--- src/rtl/canny_frame_ctrl.sv ---
// Frame sequencer for the Canny back end (NMS -> threshold/edge-link -> AXI out).
// Gates the pipeline enable, latches per-frame thresholds, counts pixels, flushes.
//
// Ports:
//   clk, rst_n        clock, asynchronous active-low reset
//   start             1-cycle pulse, begins a frame (IDLE only)
//   abort             level, terminates the current frame
//   cfg_gth, cfg_gtl  thresholds, sampled on an accepted start
//   s_valid, s_ready  input pixel handshake
//   m_ready           downstream sink ready
//   pipe_en           enable to threshold stage / line buffers
//   gth, gtl          thresholds latched for the current frame
//   sof, eol          registered pulses: first pixel of frame / last pixel of line
//   busy              controller not idle
//   frame_done        pulse at the end of the flush phase
//   cfg_err           sticky: start rejected because cfg_gtl > cfg_gth
//   row_idx           current input row

module canny_frame_ctrl #(
    parameter int IMG_W     = 1024,
    parameter int IMG_H     = 768,
    parameter int FLUSH_CYC = IMG_W + 4,
    parameter int CW        = $clog2(IMG_W),
    parameter int RW        = $clog2(IMG_H)
) (
    input  logic          clk,
    input  logic          rst_n,
    input  logic          start,
    input  logic          abort,
    input  logic [7:0]    cfg_gth,
    input  logic [7:0]    cfg_gtl,
    input  logic          s_valid,
    output logic          s_ready,
    input  logic          m_ready,
    output logic          pipe_en,
    output logic [7:0]    gth,
    output logic [7:0]    gtl,
    output logic          sof,
    output logic          eol,
    output logic          busy,
    output logic          frame_done,
    output logic          cfg_err,
    output logic [RW-1:0] row_idx
);

    localparam int FW = (FLUSH_CYC > 1) ? $clog2(FLUSH_CYC) : 1;

    typedef enum logic [1:0] {
        IDLE,
        RUN,
        FLUSH,
        DONE
    } state_t;

    state_t state_q, state_d;

    logic [CW-1:0] col_q, col_d;
    logic [RW-1:0] row_q, row_d;
    logic [FW-1:0] flush_q, flush_d;
    logic [7:0]    gth_q, gth_d;
    logic [7:0]    gtl_q, gtl_d;
    logic          cfg_err_q, cfg_err_d;
    logic          sof_q, sof_d;
    logic          eol_q, eol_d;

    logic cfg_ok;
    logic accept;
    logic last_col;
    logic last_row;
    logic flush_last;

    assign cfg_ok     = (cfg_gtl <= cfg_gth);
    assign accept     = s_valid && s_ready;
    assign last_col   = (col_q == CW'(IMG_W - 1));
    assign last_row   = (row_q == RW'(IMG_H - 1));
    assign flush_last = (flush_q == FW'(FLUSH_CYC - 1));

    // State register
    always_ff @(posedge clk or negedge rst_n) begin
        if (!rst_n) begin
            state_q <= IDLE;
        end else begin
            state_q <= state_d;
        end
    end

    // Next-state logic; abort outranks every other transition
    always_comb begin
        state_d = state_q;
        unique case (state_q)
            IDLE: begin
                if (start && !abort && cfg_ok) begin
                    state_d = RUN;
                end
            end
            RUN: begin
                if (abort) begin
                    state_d = IDLE;
                end else if (accept && last_col && last_row) begin
                    state_d = FLUSH;
                end
            end
            FLUSH: begin
                if (abort) begin
                    state_d = IDLE;
                end else if (pipe_en && flush_last) begin
                    state_d = DONE;
                end
            end
            DONE: begin
                state_d = IDLE;
            end
            default: begin
                state_d = IDLE;
            end
        endcase
    end

    // Output logic. Enables are qualified by m_ready so nothing moves
    // without a sink, and by abort so a dying frame issues no enable.
    always_comb begin
        s_ready    = 1'b0;
        pipe_en    = 1'b0;
        frame_done = 1'b0;
        unique case (state_q)
            IDLE: begin
            end
            RUN: begin
                s_ready = m_ready && !abort;
                pipe_en = s_valid && m_ready && !abort;
            end
            FLUSH: begin
                pipe_en = m_ready && !abort;
            end
            DONE: begin
                frame_done = !abort;
            end
            default: begin
            end
        endcase
    end

    assign busy = (state_q != IDLE);

    // Counters, thresholds and pulse generation
    always_comb begin
        col_d     = col_q;
        row_d     = row_q;
        flush_d   = flush_q;
        gth_d     = gth_q;
        gtl_d     = gtl_q;
        cfg_err_d = cfg_err_q;
        sof_d     = 1'b0;
        eol_d     = 1'b0;
        unique case (state_q)
            IDLE: begin
                if (start && !abort) begin
                    if (cfg_ok) begin
                        gth_d     = cfg_gth;
                        gtl_d     = cfg_gtl;
                        cfg_err_d = 1'b0;
                        col_d     = '0;
                        row_d     = '0;
                        flush_d   = '0;
                    end else begin
                        cfg_err_d = 1'b1;
                    end
                end
            end
            RUN: begin
                if (abort) begin
                    col_d   = '0;
                    row_d   = '0;
                    flush_d = '0;
                end else if (accept) begin
                    sof_d = (col_q == '0) && (row_q == '0);
                    if (last_col) begin
                        col_d   = '0;
                        eol_d   = 1'b1;
                        flush_d = '0;
                        // Row wraps to 0 after the final line; flush follows
                        row_d   = last_row ? '0 : row_q + 1'b1;
                    end else begin
                        col_d = col_q + 1'b1;
                    end
                end
            end
            FLUSH: begin
                if (abort) begin
                    col_d   = '0;
                    row_d   = '0;
                    flush_d = '0;
                end else if (pipe_en) begin
                    flush_d = flush_q + 1'b1;
                end
            end
            DONE: begin
                col_d   = '0;
                row_d   = '0;
                flush_d = '0;
            end
            default: begin
            end
        endcase
    end

    always_ff @(posedge clk or negedge rst_n) begin
        if (!rst_n) begin
            col_q     <= '0;
            row_q     <= '0;
            flush_q   <= '0;
            gth_q     <= '0;
            gtl_q     <= '0;
            cfg_err_q <= 1'b0;
            sof_q     <= 1'b0;
            eol_q     <= 1'b0;
        end else begin
            col_q     <= col_d;
            row_q     <= row_d;
            flush_q   <= flush_d;
            gth_q     <= gth_d;
            gtl_q     <= gtl_d;
            cfg_err_q <= cfg_err_d;
            sof_q     <= sof_d;
            eol_q     <= eol_d;
        end
    end

    assign gth     = gth_q;
    assign gtl     = gtl_q;
    assign cfg_err = cfg_err_q;
    assign sof     = sof_q;
    assign eol     = eol_q;
    assign row_idx = row_q;

endmodule
--- config.mk ---
export PLATFORM = sky130hd
export DESIGN_NAME = canny_frame_ctrl
export DESIGN_NICKNAME = d
export VERILOG_FILES = /design/src/rtl/canny_frame_ctrl.sv
export SDC_FILE = /design/constraint.sdc
export NUM_CORES = 1
export LEC_CHECK = 0
export ABC_CLOCK_PERIOD_IN_PS = 4700
export CAP_MARGIN = 20
export CORE_MARGIN = 3
export CORE_UTILIZATION = 25
export DETAILED_ROUTE_END_ITERATION = 10
export PLACE_DENSITY = 0.49
export SLEW_MARGIN = 15
export SYNTH_ARGS = -nofsm -noshare
export SYNTH_HDL_FRONTEND = slang
export SYNTH_SLANG_ARGS = --single-unit
--- constraint.sdc ---
create_clock -name clk -period 4.7 [get_ports clk]
set_clock_uncertainty 0.2 [all_clocks]
set_input_delay 0.94 -clock clk [delete_from_list [all_inputs] [get_ports clk]]
set_output_delay 0.94 -clock clk [all_outputs]
set_load 0.05 [all_outputs]
==> out/metrics.cfg <==
[global_routing]
grt_overflow = 0
antenna_found_initial = 0
grt_max_degree = 30
first_global_vias = 2628
grt_use_total = 0.123
grt_first_pass_wirelength_um = 13400

[timing]
max_freq_mhz = 260
rsz0062_at_grt = no
hold_viol_final = 0
setup_tns_ns = 0
hold_slack_ns = 0.267
min_period_ns = 3.85
finalCritPeriodShare = 0.818
slew_violations = 0
setup_viol = 0
slew_headroom = 0.483
tightest_slew_ns = 0.768

[critical_path]
start_kind = primary input
crit_top_cell = clkdlybuf4s50_1
crit_path_max_incr_delay_ns = 0.79
startpoint = abort
crit_buf_inv = 2
endpoint_kind = primary output
worstPathMaxFanout = 9
path_cells = clkdlybuf4s50_1 > nor2b_2 > and2_1 > clkdlybuf4s50_1
cpMaxStageDelayCell = clkdlybuf4s50_1
cp.arrival_ns = 2.71
crit_family = buffers and inverters
worstSetupPathType = in -> out
worstReg2RegStart = state_q[0]
worst-endpoint-required_ns = 3.56

[place]
place_congestion = 0.797
io_buffers = 54
dpl.hpwl_um = 5940
dpl_cell_area_sq_um = 3780

[yosys]
ys.flop_type = dfrtp_1
seq_area_frac_synth = 0.423
synth-async-reset-ratio = 1.00
netlist_top_cells_area = dfrtp_1 42%, ha_1 6.9%, o21ai_0 6.0%
synth_edf_count = 0
syn_nets = 357
yosys.area.top_type = dfrtp_1
synthCells = 318
netlist_area_sq_um = 3080
yosysWarnings = 0
ys_types = 54
syn_area_per_cell_sq_um = 9.68
ys_ff_latch = 52
yosysTopAreaCellShare = 0.423

[clock_tree]
clkTransAtPathRegs_ns = 0.06
htreeDepth = 2
clk_latency_ns = 0.29
clock_sinks = 52
root_buffer = clkbuf_16
cts_tree = done
post_cts_resized = 0
cts_setup_buffers = 0
cts_buffers = 5
hold_buffers = 0
clk_path_buf_depth = 2

[cells_and_area]
final_common_cell = clkdlybuf4s50_1
syn_to_final_growth_pct = 28.9
final_area_sq_um = 3970
drive_above_1_share = 0.112
diodes = 0
layout_common_cells = 53 x clkdlybuf4s50_1, 52 x dfrtp_1, 37 x o21ai_0, 21 x nor2_1, 20 x inv_1
multi_input_area_sq_um = 1650
seq_area_sq_um = 1300
nets = 413
fillerInstances = 1239

[drt]
ant_nets = 0
routed_wl_um = 8020
wire_per_inst_um = 15.5
viasPerCell = 5.03
num_vias = 2601
drt_iter0_drc = 107
drt-pass1-iter-count = 5
drc = 0

[floorplanning]
die-area_sq_um = 13700
die_h_um = 117
fp-row-count = 39
ios = 55
die_x_um = 117
core-area_sq_um = 11700
initial_core_util = 0.263

[pwr]
p_leak_uw = 0.00164
peakVddDrop_mv = 0.336
powerDensity_nw_per_um2 = 523

[outcome]
status = finished, final reports clean

[flow_run]
drv_cap = 0

[worst_hold_path]
hp-class = reg -> reg
min_from = flush_q[10]

metal layers:
metal | share of wire | wire length, um | up-vias | GRT usage
met2 | 0.46 | 3720 | 54 | 0.197
met5 | 0 | 0 | - | 0
met1 | 0.48 | 3870 | 1259 | 0.174
li1 | - | - | 1283 | -
met3 | 0.044 | 356 | 5 | 0.0195
met4 | 0.0095 | 76 | 0 | 0.0321
cells by family (layout without fill, tap and decap cells):
kind of cell             count (synthesis)  count (layout)  share of synthesized area
AND/OR/NAND/NOR                        110             110                      0.200
AO/OA/AOI/OAI                           92              92                      0.207
flip-flops                              52              52                      0.423
buffers and inverters                   31              87                     0.0423
adder cells (fa/ha/maj)                 17              17                     0.0691
multiplexers                            16              16                     0.0585
registers in the layout (all words and copies together) (netlist names):
signal	count
eol	1
state_q	2
cfg_err	1
col_q	10
sof	1
flush_q	11
gtl	8
row_idx	10
gth	8
stage by stage:
stage	setup WS (ns)	instances	util	power, uW
floorplan	1.49	318	-	1270
global placement	0.836	510	0.323	1620
detailed placement	0.802	510	0.323	1620
CTS	0.869	517	0.339	2100
global route	0.815	517	0.339	2190
finish	0.854	517	0.339	2070
path summary, 6_finish.rpt:
path,slack [ns],depth (start not counted),endpoint
max,0.85,4,s_ready
min,0.27,1,flush_q[10]
max reg2reg,1.94,7,row_idx[8]
min reg2reg,0.27,1,flush_q[10]
max in group asynchronous,3.04,2,flush_q[3]
min in group asynchronous,0.44,1,sof
worst reg2reg max path: stages (launching register included):
cell	delay, ns
dfrtp_1	0.43
inv_1	0.10
ha_1	0.29
nor2b_1	0.43
a211oi_2	0.09
a41o_1	0.25
o21ai_0	0.62
o21ai_0	0.21
cell usage after synthesis (2+ instances only):
cell type,n
nor2_1,21
and2_1,4
inv_1,20
a211oi_2,3
nand3_1,17
a21oi_1,5
nand2_1,18
a31oi_1,8
and3_1,8
nand2b_1,9
o21ai_0,37
nor2b_1,2
nor4b_1,2
mux2_1,6
buf_2,2
dfrtp_1,52
or3_1,3
o21ai_1,5
ha_1,17
nor2_2,2
clkbuf_1,6
nand4_1,4
mux2_2,10
o41ai_1,4
nor4_1,3
o31ai_2,4
o31ai_1,15
nor3_1,4
or4_1,2
where the power goes:
| part | leakage, uW | internal [uW] | switching (uW) |
|---|---|---|---|
| clock | 0.0000899 | 303 | 167 |
| sequential | 0.000689 | 543 | 69.0 |
| combinational | 0.000858 | 349 | 644 |
| total | 0.00164 | 1200 | 880 |
area by class of cell:
type | instances | share of cell area
tap | 143 | 0.0451
clock inverter | 2 | 0.0151
multi-input combinational | 235 | 0.415
clock buffer | 5 | 0.0315
inverter | 20 | 0.0189
timing repair buffer | 60 | 0.146
sequential | 52 | 0.328
No activity file was read; power rests on OpenSTA's default activity.
